==> src/rtl/down_counter_timer.sv <==
// Loadable down-counter timer with IDLE/RUN control and a one-cycle done pulse.
// Define DOWN_COUNTER_TIMER_AUTORELOAD_EN to reload and keep running at terminal count.
module down_counter_timer #(
   parameter int unsigned WIDTH = 4
) (
   input  logic             clk,
   input  logic             reset,
   input  logic             enable,
   input  logic             load,
   input  logic [WIDTH-1:0] load_value,
   input  logic             start,
   output logic [WIDTH-1:0] count,
   output logic             busy,
   output logic             done,
   output logic             zero
);

   localparam logic [0:0] IDLE = 1'b0;
   localparam logic [0:0] RUN  = 1'b1;

   logic [0:0]       state_q, state_d;
   logic [WIDTH-1:0] count_q, count_d;
   logic [WIDTH-1:0] reload_q, reload_d;
   logic             busy_q, busy_d;
   logic             done_q, done_d;

   // State and output registers
   always_ff @(posedge clk or posedge reset) begin
      if (reset) begin
         state_q  <= IDLE;
         count_q  <= '0;
         reload_q <= '0;
         busy_q   <= 1'b0;
         done_q   <= 1'b0;
      end else begin
         state_q  <= state_d;
         count_q  <= count_d;
         reload_q <= reload_d;
         busy_q   <= busy_d;
         done_q   <= done_d;
      end
   end

   // Next-state and registered-output logic; load always beats start
   always_comb begin
      state_d  = state_q;
      count_d  = count_q;
      reload_d = reload_q;
      done_d   = 1'b0;

      case (state_q)
         IDLE: begin
            if (load) begin
               count_d  = load_value;
               reload_d = load_value;
            end else if (start) begin
               if (count_q != '0) state_d = RUN;
               else               done_d  = 1'b1;
            end
         end
         RUN: begin
            if (load) begin
               count_d  = load_value;
               reload_d = load_value;
               state_d  = IDLE;
            end else if (enable) begin
               if (count_q > WIDTH'(1)) begin
                  count_d = count_q - WIDTH'(1);
               end else if (count_q == WIDTH'(1)) begin
                  done_d = 1'b1;
`ifdef DOWN_COUNTER_TIMER_AUTORELOAD_EN
                  if (reload_q != '0) begin
                     count_d = reload_q;
                  end else begin
                     count_d = '0;
                     state_d = IDLE;
                  end
`else
                  count_d = '0;
                  state_d = IDLE;
`endif
               end else begin
                  // Unreachable: RUN is never entered with a zero count
                  state_d = IDLE;
               end
            end
         end
         default: state_d = IDLE;
      endcase

      busy_d = (state_d == RUN);
   end

   assign count = count_q;
   assign busy  = busy_q;
   assign done  = done_q;
   assign zero  = (count_q == '0);

endmodule

==> config.mk <==
export PLATFORM = sky130hd
export DESIGN_NAME = down_counter_timer
export DESIGN_NICKNAME = d
export VERILOG_FILES = /design/src/rtl/down_counter_timer.sv
export SDC_FILE = /design/constraint.sdc
export NUM_CORES = 1
export LEC_CHECK = 0
export CAP_MARGIN = 20
export CORE_AREA = 2 2 39 41
export DETAILED_ROUTE_END_ITERATION = 8
export DIE_AREA = 0 0 41 43
export PLACE_DENSITY = 0.69
export SLEW_MARGIN = 20
export SYNTH_ARGS = -nofsm -noshare
export SYNTH_HDL_FRONTEND = slang
export SYNTH_SLANG_ARGS = --single-unit
==> constraint.sdc <==
create_clock -name clk -period 1.7 [get_ports clk]
set_input_delay 0.34 -clock clk [delete_from_list [all_inputs] [get_ports clk]]
set_output_delay 0.34 -clock clk [all_outputs]
set_load 0.02 [all_outputs]
==> impl_metrics.prom, run 1 <==
# TYPE chip_impl_metric gauge
chip_impl_metric{name="timing.max_slew.rel_slack",unit="%"} 72.8
chip_impl_metric{name="postSynthRegisterBits",unit=""} 6
chip_impl_metric{name="clk-insertion-delay-late",unit="ns"} 0.25
chip_impl_metric{name="timing.reg2reg.worst_path_depth",unit=""} 6
chip_impl_info{name="end_kind",value="register"} 1
chip_impl_info{name="unrepaired_setup_endpoints_after_global_routing",value="true"} 1
chip_impl_metric{name="final_layout_size_suffix_gt1_share",unit="%"} 32.9
chip_impl_metric{name="pin_count_of_the_biggest_net_entering_global_routing",unit=""} 14
chip_impl_info{name="worstSetupPathType",value="reg2reg"} 1
chip_impl_info{name="ys_top_cells_by_count",value="sky130_fd_sc_hd__dfrtp_1, sky130_fd_sc_hd__inv_1, sky130_fd_sc_hd__nand2_1"} 1
chip_impl_metric{name="postSynth.asyncResetShare",unit="%"} 100
chip_impl_metric{name="vdd_ir_drop_max",unit="µV"} 483
chip_impl_metric{name="p_leak",unit="µW"} 0.000344
chip_impl_metric{name="worst-slew-pin-transition",unit="ns"} 0.407
chip_impl_metric{name="count_of_buffers_inserted_at_the_top_level_ports",unit=""} 15
chip_impl_metric{name="rows",unit=""} 14
chip_impl_metric{name="global_route_wire_length_before_repair",unit="mm"} 2.03
chip_impl_info{name="reg2reg_from",value="count[0]"} 1
chip_impl_metric{name="critical_path_arrival",unit="ns"} 1.86
chip_impl_metric{name="critical_path.max_fanout",unit=""} 5
chip_impl_info{name="synthDominantAreaCellType",value="sky130_fd_sc_hd__dfrtp_1"} 1
chip_impl_metric{name="fillCellCount",unit=""} 129
chip_impl_metric{name="ant_nets",unit=""} 0
chip_impl_metric{name="net_count_synth",unit=""} 67
chip_impl_metric{name="timing.setup.tns",unit="ns"} 0
chip_impl_metric{name="gp_routability_congestion",unit=""} 0.829
chip_impl_metric{name="post_drt_via_cell_ratio",unit=""} 5.39
chip_impl_metric{name="cts_max_level",unit=""} 1
chip_impl_metric{name="grt_util_all_layers",unit="%"} 17.7
chip_impl_metric{name="ff2ff_setup_slack",unit="ns"} 0.008
chip_impl_metric{name="yosys.cell_types.count",unit=""} 30
chip_impl_metric{name="wl",unit="mm"} 1.29
chip_impl_metric{name="chipWidth",unit="µm"} 41
chip_impl_metric{name="wl_met2",unit="µm"} 642
chip_impl_metric{name="power_density_normalized_to_cell_area",unit="mW/mm²"} 943
chip_impl_metric{name="die_height",unit="µm"} 43
chip_impl_metric{name="detailroute.via_count",unit=""} 528
chip_impl_info{name="synthTopCellsByArea",value="sky130_fd_sc_hd__dfrtp_1, sky130_fd_sc_hd__ha_1, sky130_fd_sc_hd__nand2b_1, sky130_fd_sc_hd__a31oi_1, sky130_fd_sc_hd__inv_1"} 1
chip_impl_metric{name="detailedPlacementHpwl",unit="µm"} 951
chip_impl_metric{name="yosys.area.top_type_share",unit="%"} 30.8
chip_impl_info{name="status",value="finished, final reports clean"} 1
chip_impl_metric{name="min_period",unit="ns"} 1.69
chip_impl_metric{name="required",unit="ns"} 1.87
chip_impl_metric{name="cap_viol_max_count",unit=""} 0
chip_impl_metric{name="final_critical_path_setup_slack",unit="ns"} 0.00835
chip_impl_info{name="hold_class",value="in2async"} 1
chip_impl_metric{name="finClkSkew",unit="ns"} 0.00182
chip_impl_metric{name="multi_input_area",unit="µm²"} 329
chip_impl_metric{name="tritoncts_num_sinks",unit=""} 6
chip_impl_metric{name="setup_viol",unit=""} 0
chip_impl_metric{name="dr_wl_met3",unit="µm"} 85
chip_impl_metric{name="antenna_found_initial",unit=""} 0
chip_impl_info{name="yosysMostFrequentCell",value="sky130_fd_sc_hd__dfrtp_1"} 1
chip_impl_metric{name="syn_inst",unit=""} 55
chip_impl_metric{name="detail_route.drc_violations",unit=""} 0
chip_impl_metric{name="number_of_inserted_diodes",unit=""} 0
chip_impl_metric{name="hold_viol_final",unit=""} 0
chip_impl_metric{name="first_global_vias",unit=""} 465
chip_impl_metric{name="max-clock-path-buffers",unit=""} 2
chip_impl_metric{name="detailedRoute.firstIterationViolations",unit=""} 18
chip_impl_metric{name="dieArea",unit="mm²"} 0.00176
chip_impl_metric{name="clock.fmax",unit="MHz"} 591
chip_impl_metric{name="pin_count",unit=""} 16
chip_impl_metric{name="timing.final.max_slew_violations",unit=""} 0
chip_impl_metric{name="preCtsSetupSlack",unit="ns"} -0.0820
chip_impl_metric{name="storage_element_area",unit="µm²"} 153
chip_impl_metric{name="placed_cells",unit=""} 93
chip_impl_info{name="synth_ff_type",value="sky130_fd_sc_hd__dfrtp_1"} 1
chip_impl_metric{name="layout.nets",unit=""} 95
chip_impl_metric{name="cts_hold_buffers",unit=""} 0
chip_impl_metric{name="globalRouteOverflowTotal",unit=""} 0
chip_impl_metric{name="mappedNetlistArea",unit="µm²"} 487
chip_impl_metric{name="syn_area_per_cell",unit="µm²"} 8.85
chip_impl_metric{name="ratio_of_final_minimum_period_to_clock_period",unit="%"} 99.5
chip_impl_metric{name="hold-worst-slack",unit="ns"} 0.303
chip_impl_metric{name="drtPass1Iterations",unit=""} 4
chip_impl_info{name="rr_endpoint",value="count[0]"} 1
chip_impl_metric{name="initial_core_util",unit="%"} 35.2
chip_impl_info{name="top_layer_used",value="met3"} 1
chip_impl_info{name="tritoncts",value="done"} 1
chip_impl_metric{name="area_growth_syn_to_layout",unit="%"} 63.2
chip_impl_metric{name="core-area",unit="mm²"} 0.00138
chip_impl_info{name="clock_tree.root_cell",value="sky130_fd_sc_hd__clkbuf_4"} 1
chip_impl_metric{name="synth.yosys.seq_area_share",unit="%"} 30.8
chip_impl_info{name="critPathLaunchType",value="register"} 1
chip_impl_metric{name="synth-edff-count",unit=""} 0
chip_impl_metric{name="wl_per_cell",unit="µm"} 13.2
chip_impl_metric{name="wl_met1",unit="µm"} 564
chip_impl_metric{name="clkSlewWorstSetupHoldPaths",unit="ns"} 0.05
chip_impl_metric{name="cts_made_buffers",unit=""} 3
chip_impl_metric{name="synth-warning-count",unit=""} 0
chip_impl_metric{name="layout.core_utilization",unit="%"} 57.4
chip_impl_metric{name="fin_cells",unit=""} 98
[worst max-delay path by stage]
stage,start,end,slack (ns),cells past startpoint
6_report,count[0],count[0],0.008,6
5_1_grt,count[0],count[0],-0.02,6
4_1_cts,count[0],count[2],0.0006,6
3_5_place_dp,count[0],zero,-0.08,4
3_3_place_gp,count[1],zero,-0.07,4
2_1_floorplan,count[1],count[0],-0.02,5
[what timing repair did]
| action | in CTS | in global routing |
|---|---|---|
| hold endpoints to repair | 0 | 0 |
| buffers inserted | 0 | 1 |
| setup endpoints to repair | 6 | 4 |
| pin swaps | 2 | 2 |
| resized for setup | 9 | 4 |
[cell families after synthesis]
| kind of cell | synth area share (%) |
|---|---|
| adder cells (fa/ha/maj) | 7.71 |
| buffers and inverters | 10.0 |
| flip-flops | 30.8 |
| AO/OA/AOI/OAI | 29.1 |
| AND/OR/NAND/NOR | 22.4 |
[worst max-delay path: stages, from the launching register on]
cell	delay, ns
sky130_fd_sc_hd__dfrtp_2	0.42
sky130_fd_sc_hd__inv_2	0.08
sky130_fd_sc_hd__buf_6	0.10
sky130_fd_sc_hd__ha_4	0.12
sky130_fd_sc_hd__or4b_4	0.51
sky130_fd_sc_hd__a311o_1	0.29
sky130_fd_sc_hd__o211ai_1	0.09
[registers in the layout, indices dropped and copies added (netlist names)]
register and cells:
busy 1, count 4, done 1
[stage by stage]
| stage | instance area (µm²) | total power, µW |
|---|---|---|
| 4_1_cts | 769 | 736 |
| 3_3_place_gp | 739 | 584 |
| 5_1_grt | 795 | 803 |
| 2_1_floorplan | 509 | 418 |
| 3_5_place_dp | 739 | 587 |
| 6_report | 795 | 749 |
[layout by cell type, fill, tap and decap left out, types with 2 or more instances in the layout]
cell                              count
sky130_fd_sc_hd__inv_1                3
sky130_fd_sc_hd__nand2b_1             4
sky130_fd_sc_hd__nand2_1              5
sky130_fd_sc_hd__buf_4               13
sky130_fd_sc_hd__nor2b_1              2
sky130_fd_sc_hd__dfrtp_2              2
sky130_fd_sc_hd__clkbuf_4             3
sky130_fd_sc_hd__o21ai_0              2
sky130_fd_sc_hd__a31oi_1              2
sky130_fd_sc_hd__inv_2                2
sky130_fd_sc_hd__dfrtp_1              4
sky130_fd_sc_hd__o311ai_0             2
sky130_fd_sc_hd__dlygate4sd2_1        3
sky130_fd_sc_hd__clkdlybuf4s50_1     10
[layer usage]
| layer | vias to the layer above | GRT usage [%] |
|---|---|---|
| li1 | 263 | - |
| met1 | 249 | 21.4 |
| met2 | 16 | 27.8 |
| met3 | 0 | 9.42 |
| met4 | 0 | 2.00 |
| met5 | - | 0 |
[cell type report]
| type | count | share of cell area (%) |
|---|---|---|
| timing repair buffer | 28 | 31.2 |
| clock buffer | 4 | 3.31 |
| tap | 16 | 2.52 |
| inverter | 5 | 2.36 |
| multi-input combinational | 39 | 41.4 |
| sequential | 6 | 19.2 |
[power by group]
part	internal [µW]	switching, µW
clock	89.5	60.9
combinational	201	202
sequential	171	25.6
total	461	288
Power figures use the tool's default switching activity.
==> inputs of run 2 (changes only) <==
--- a/config.mk
+++ b/config.mk
@@ -9,7 +9,7 @@
 export CORE_AREA = 2 2 39 41
 export DETAILED_ROUTE_END_ITERATION = 8
 export DIE_AREA = 0 0 41 43
-export PLACE_DENSITY = 0.69
+export PLACE_DENSITY = 0.73
 export SLEW_MARGIN = 20
 export SYNTH_ARGS = -nofsm -noshare
 export SYNTH_HDL_FRONTEND = slang
==> run 2 against run 1 <==
  * The flow now finishes with violations (setup timing)
  * Die area is the same
  * Combinational power rose by 1%
  * Largest power group unchanged
  * Hold slack better by 0.016 ns
  * Global-route usage is 0.30 points higher
  * Flip-flop and latch count unchanged
  * Critical path type unchanged
  * Sequential power barely moved
  * Total power up 0.28%
==> impl_metrics.prom, run 2 (same netlist as run 1, synthesis figures left out) <==
# TYPE chip_impl_metric gauge
chip_impl_metric{name="worst-slew-pin-transition",unit="ns"} 0.394
chip_impl_info{name="worst_path_cell_trace",value="inv_2, buf_6, ha_4, or4b_4, a311o_1, o211ai_1"} 1
chip_impl_metric{name="area_growth_syn_to_layout",unit="%"} 63.5
chip_impl_metric{name="wl",unit="mm"} 1.32
chip_impl_metric{name="final_critical_path_setup_slack",unit="ns"} -0.00683
chip_impl_metric{name="max-clock-path-buffers",unit=""} 2
chip_impl_metric{name="finClkSkew",unit="ns"} 0.00928
chip_impl_metric{name="rows",unit=""} 14
chip_impl_metric{name="post_drt_via_cell_ratio",unit=""} 5.55
chip_impl_metric{name="globalRouteOverflowTotal",unit=""} 0
chip_impl_info{name="crit_start",value="count[0]"} 1
chip_impl_metric{name="detail_route.drc_violations",unit=""} 0
chip_impl_metric{name="number_of_flip_flops_in_the_largest_register",unit=""} 4
chip_impl_info{name="violations",value="setup timing"} 1
chip_impl_metric{name="timing.max_slew.rel_slack",unit="%"} 73.4
chip_impl_metric{name="ant_nets",unit=""} 0
chip_impl_metric{name="cts_made_buffers",unit=""} 3
chip_impl_metric{name="layout.nets",unit=""} 95
chip_impl_metric{name="initial_core_util",unit="%"} 35.2
chip_impl_metric{name="critical_path.max_fanout",unit=""} 5
chip_impl_metric{name="count_of_buffers_inserted_at_the_top_level_ports",unit=""} 15
chip_impl_metric{name="ff2ff_setup_slack",unit="ns"} -0.007
chip_impl_info{name="tritoncts",value="done"} 1
chip_impl_metric{name="cap_viol_max_count",unit=""} 0
chip_impl_metric{name="clock.fmax",unit="MHz"} 586
chip_impl_metric{name="clkSlewWorstSetupHoldPaths",unit="ns"} 0.05
chip_impl_info{name="final_cell_mix",value="sky130_fd_sc_hd__buf_4, sky130_fd_sc_hd__clkdlybuf4s50_1, sky130_fd_sc_hd__nand2_1"} 1
chip_impl_metric{name="first_global_vias",unit=""} 487
chip_impl_metric{name="p_sw_share",unit="%"} 38.0
chip_impl_metric{name="clk-insertion-delay-late",unit="ns"} 0.25
chip_impl_info{name="critPathLaunchType",value="register"} 1
chip_impl_metric{name="antenna_found_initial",unit=""} 0
chip_impl_info{name="reg2reg_from",value="count[0]"} 1
chip_impl_metric{name="placed_cells",unit=""} 93
chip_impl_metric{name="die_height",unit="µm"} 43
chip_impl_info{name="layout.cells.most_common",value="sky130_fd_sc_hd__buf_4"} 1
chip_impl_info{name="hold_class",value="in2async"} 1
chip_impl_metric{name="dieArea",unit="mm²"} 0.00176
chip_impl_metric{name="min_period",unit="ns"} 1.71
chip_impl_metric{name="detailroute.via_count",unit=""} 544
chip_impl_metric{name="chipWidth",unit="µm"} 41
chip_impl_info{name="unrepaired_setup_endpoints_after_global_routing",value="true"} 1
chip_impl_metric{name="sequentialPowerShare",unit="%"} 26.1
chip_impl_info{name="worst_path_max_delay_cell",value="sky130_fd_sc_hd__or4b_4"} 1
chip_impl_metric{name="pin_count",unit=""} 16
chip_impl_metric{name="final_layout_size_suffix_gt1_share",unit="%"} 32.9
chip_impl_metric{name="layout.core_utilization",unit="%"} 57.5
chip_impl_metric{name="timing.final.max_slew_violations",unit=""} 0
chip_impl_metric{name="required",unit="ns"} 1.86
chip_impl_metric{name="slowest_delay",unit="ns"} 0.51
chip_impl_info{name="end_kind",value="register"} 1
chip_impl_metric{name="gp_routability_congestion",unit=""} 0.822
chip_impl_info{name="status",value="complete, but fails checks"} 1
chip_impl_metric{name="critical_path_arrival",unit="ns"} 1.87
chip_impl_info{name="rr_endpoint",value="count[0]"} 1
chip_impl_info{name="clock_tree.root_cell",value="sky130_fd_sc_hd__clkbuf_4"} 1
chip_impl_metric{name="cts_max_level",unit=""} 1
chip_impl_metric{name="drtPass1Iterations",unit=""} 4
chip_impl_metric{name="detailedPlacementHpwl",unit="mm"} 1.01
chip_impl_metric{name="global_route_wire_length_before_repair",unit="mm"} 2.08
chip_impl_metric{name="power_density_normalized_to_cell_area",unit="mW/mm²"} 944
chip_impl_metric{name="fillCellCount",unit=""} 124
chip_impl_metric{name="timing.reg2reg.worst_path_depth",unit=""} 6
chip_impl_info{name="crit_path_end",value="count[0]"} 1
chip_impl_metric{name="p_leak",unit="µW"} 0.000352
chip_impl_metric{name="fin_cells",unit=""} 98
chip_impl_metric{name="grt_util_all_layers",unit="%"} 18.0
chip_impl_info{name="worstSetupPathType",value="reg2reg"} 1
chip_impl_metric{name="setup_viol",unit=""} 1
chip_impl_metric{name="core-area",unit="mm²"} 0.00138
chip_impl_metric{name="pin_count_of_the_biggest_net_entering_global_routing",unit=""} 14
chip_impl_metric{name="wl_per_cell",unit="µm"} 13.4
chip_impl_metric{name="power.clock.fraction",unit="%"} 19.5
chip_impl_metric{name="net-switching-power",unit="µW"} 285
chip_impl_metric{name="number_of_inserted_diodes",unit=""} 0
chip_impl_metric{name="detailedRoute.firstIterationViolations",unit=""} 6
chip_impl_metric{name="power_frac_comb",unit="%"} 54.4
chip_impl_metric{name="ratio_of_final_minimum_period_to_clock_period",unit="%"} 100
chip_impl_metric{name="vdd_ir_drop_max",unit="µV"} 540
chip_impl_metric{name="tritoncts_num_sinks",unit=""} 6
chip_impl_metric{name="power_report.internal_total",unit="µW"} 466
chip_impl_metric{name="hold_viol_final",unit=""} 0
-- run 2: cell count changes in the layout (fill, tap and decap cells not counted) --
cell / delta
sky130_fd_sc_hd__buf_2: +1
sky130_fd_sc_hd__buf_4: -1
sky130_fd_sc_hd__dlymetal6s2s_1: +1
sky130_fd_sc_hd__dlygate4sd2_1: -1
-- run 2: worst max-delay path: cells and delay by family, from the launching register on --
kind | cells | cell delay [ns]
fa+ha+maj | 1 | 0.12
compound gates | 2 | 0.37
simple gates | 1 | 0.51
buf+inv | 2 | 0.18
flops | 1 | 0.42
-- run 2: how the worst min path moves through the flow --
stage	from	to	slack [ns]
floorplan	reset	busy	0.13
global placement	count[2]	done	0.56
detailed placement	count[2]	done	0.57
CTS	reset	count[2]	0.31
global route	reset	count[2]	0.34
finish	reset	count[2]	0.32
-- run 2: what timing repair did --
action	4_1_cts	5_1_grt
setup endpoints to repair	6	5
hold buffers	0	0
cloned	0	0
buffers inserted	0	1
pin swaps	1	4
gates resized for setup	7	5
-- run 2: cell type report --
| cell class | instances | area (µm²) | area share (%) |
|---|---|---|---|
| well taps | 16 | 20.0 | 2.52 |
| multi-input cells | 39 | 329 | 41.4 |
| flip-flops and latches | 6 | 153 | 19.2 |
| repair buffers | 28 | 249 | 31.3 |
| inverters | 5 | 18.8 | 2.36 |
| clock buffers | 4 | 26.3 | 3.30 |
-- run 2: power by group through the flow --
stage	combinational, µW	clock [µW]	sequential (µW)
final	409	147	196
after global routing	444	160	198
after CTS	391	154	197
after detailed placement	395	0	199
after global placement	387	0	197
after floorplan	189	0	229
-- run 2: per-stage QoR --
stage	TNS, ns	power, µW	area, µm²	hold WS [ns]	setup slack (ns)
floorplan	-0.0190	418	509	0.131	-0.0190
global placement	-0.0953	584	739	0.557	-0.0640
detailed placement	-0.166	594	739	0.565	-0.0852
CTS	-0.0605	741	764	0.313	-0.0330
global route	-0.0804	802	796	0.341	-0.0466
finish	-0.00683	752	796	0.319	-0.00683
-- run 2: layer usage --
layer  vias to the layer above  routed length [µm]  global-route usage [%]
met1                       261                 546                    21.4
li1                        261                   -                       -
met3                         2                  75                    7.85
met4                         0                   6                    6.00
met2                        20                 689                    27.8
met5                         -                   0                       0
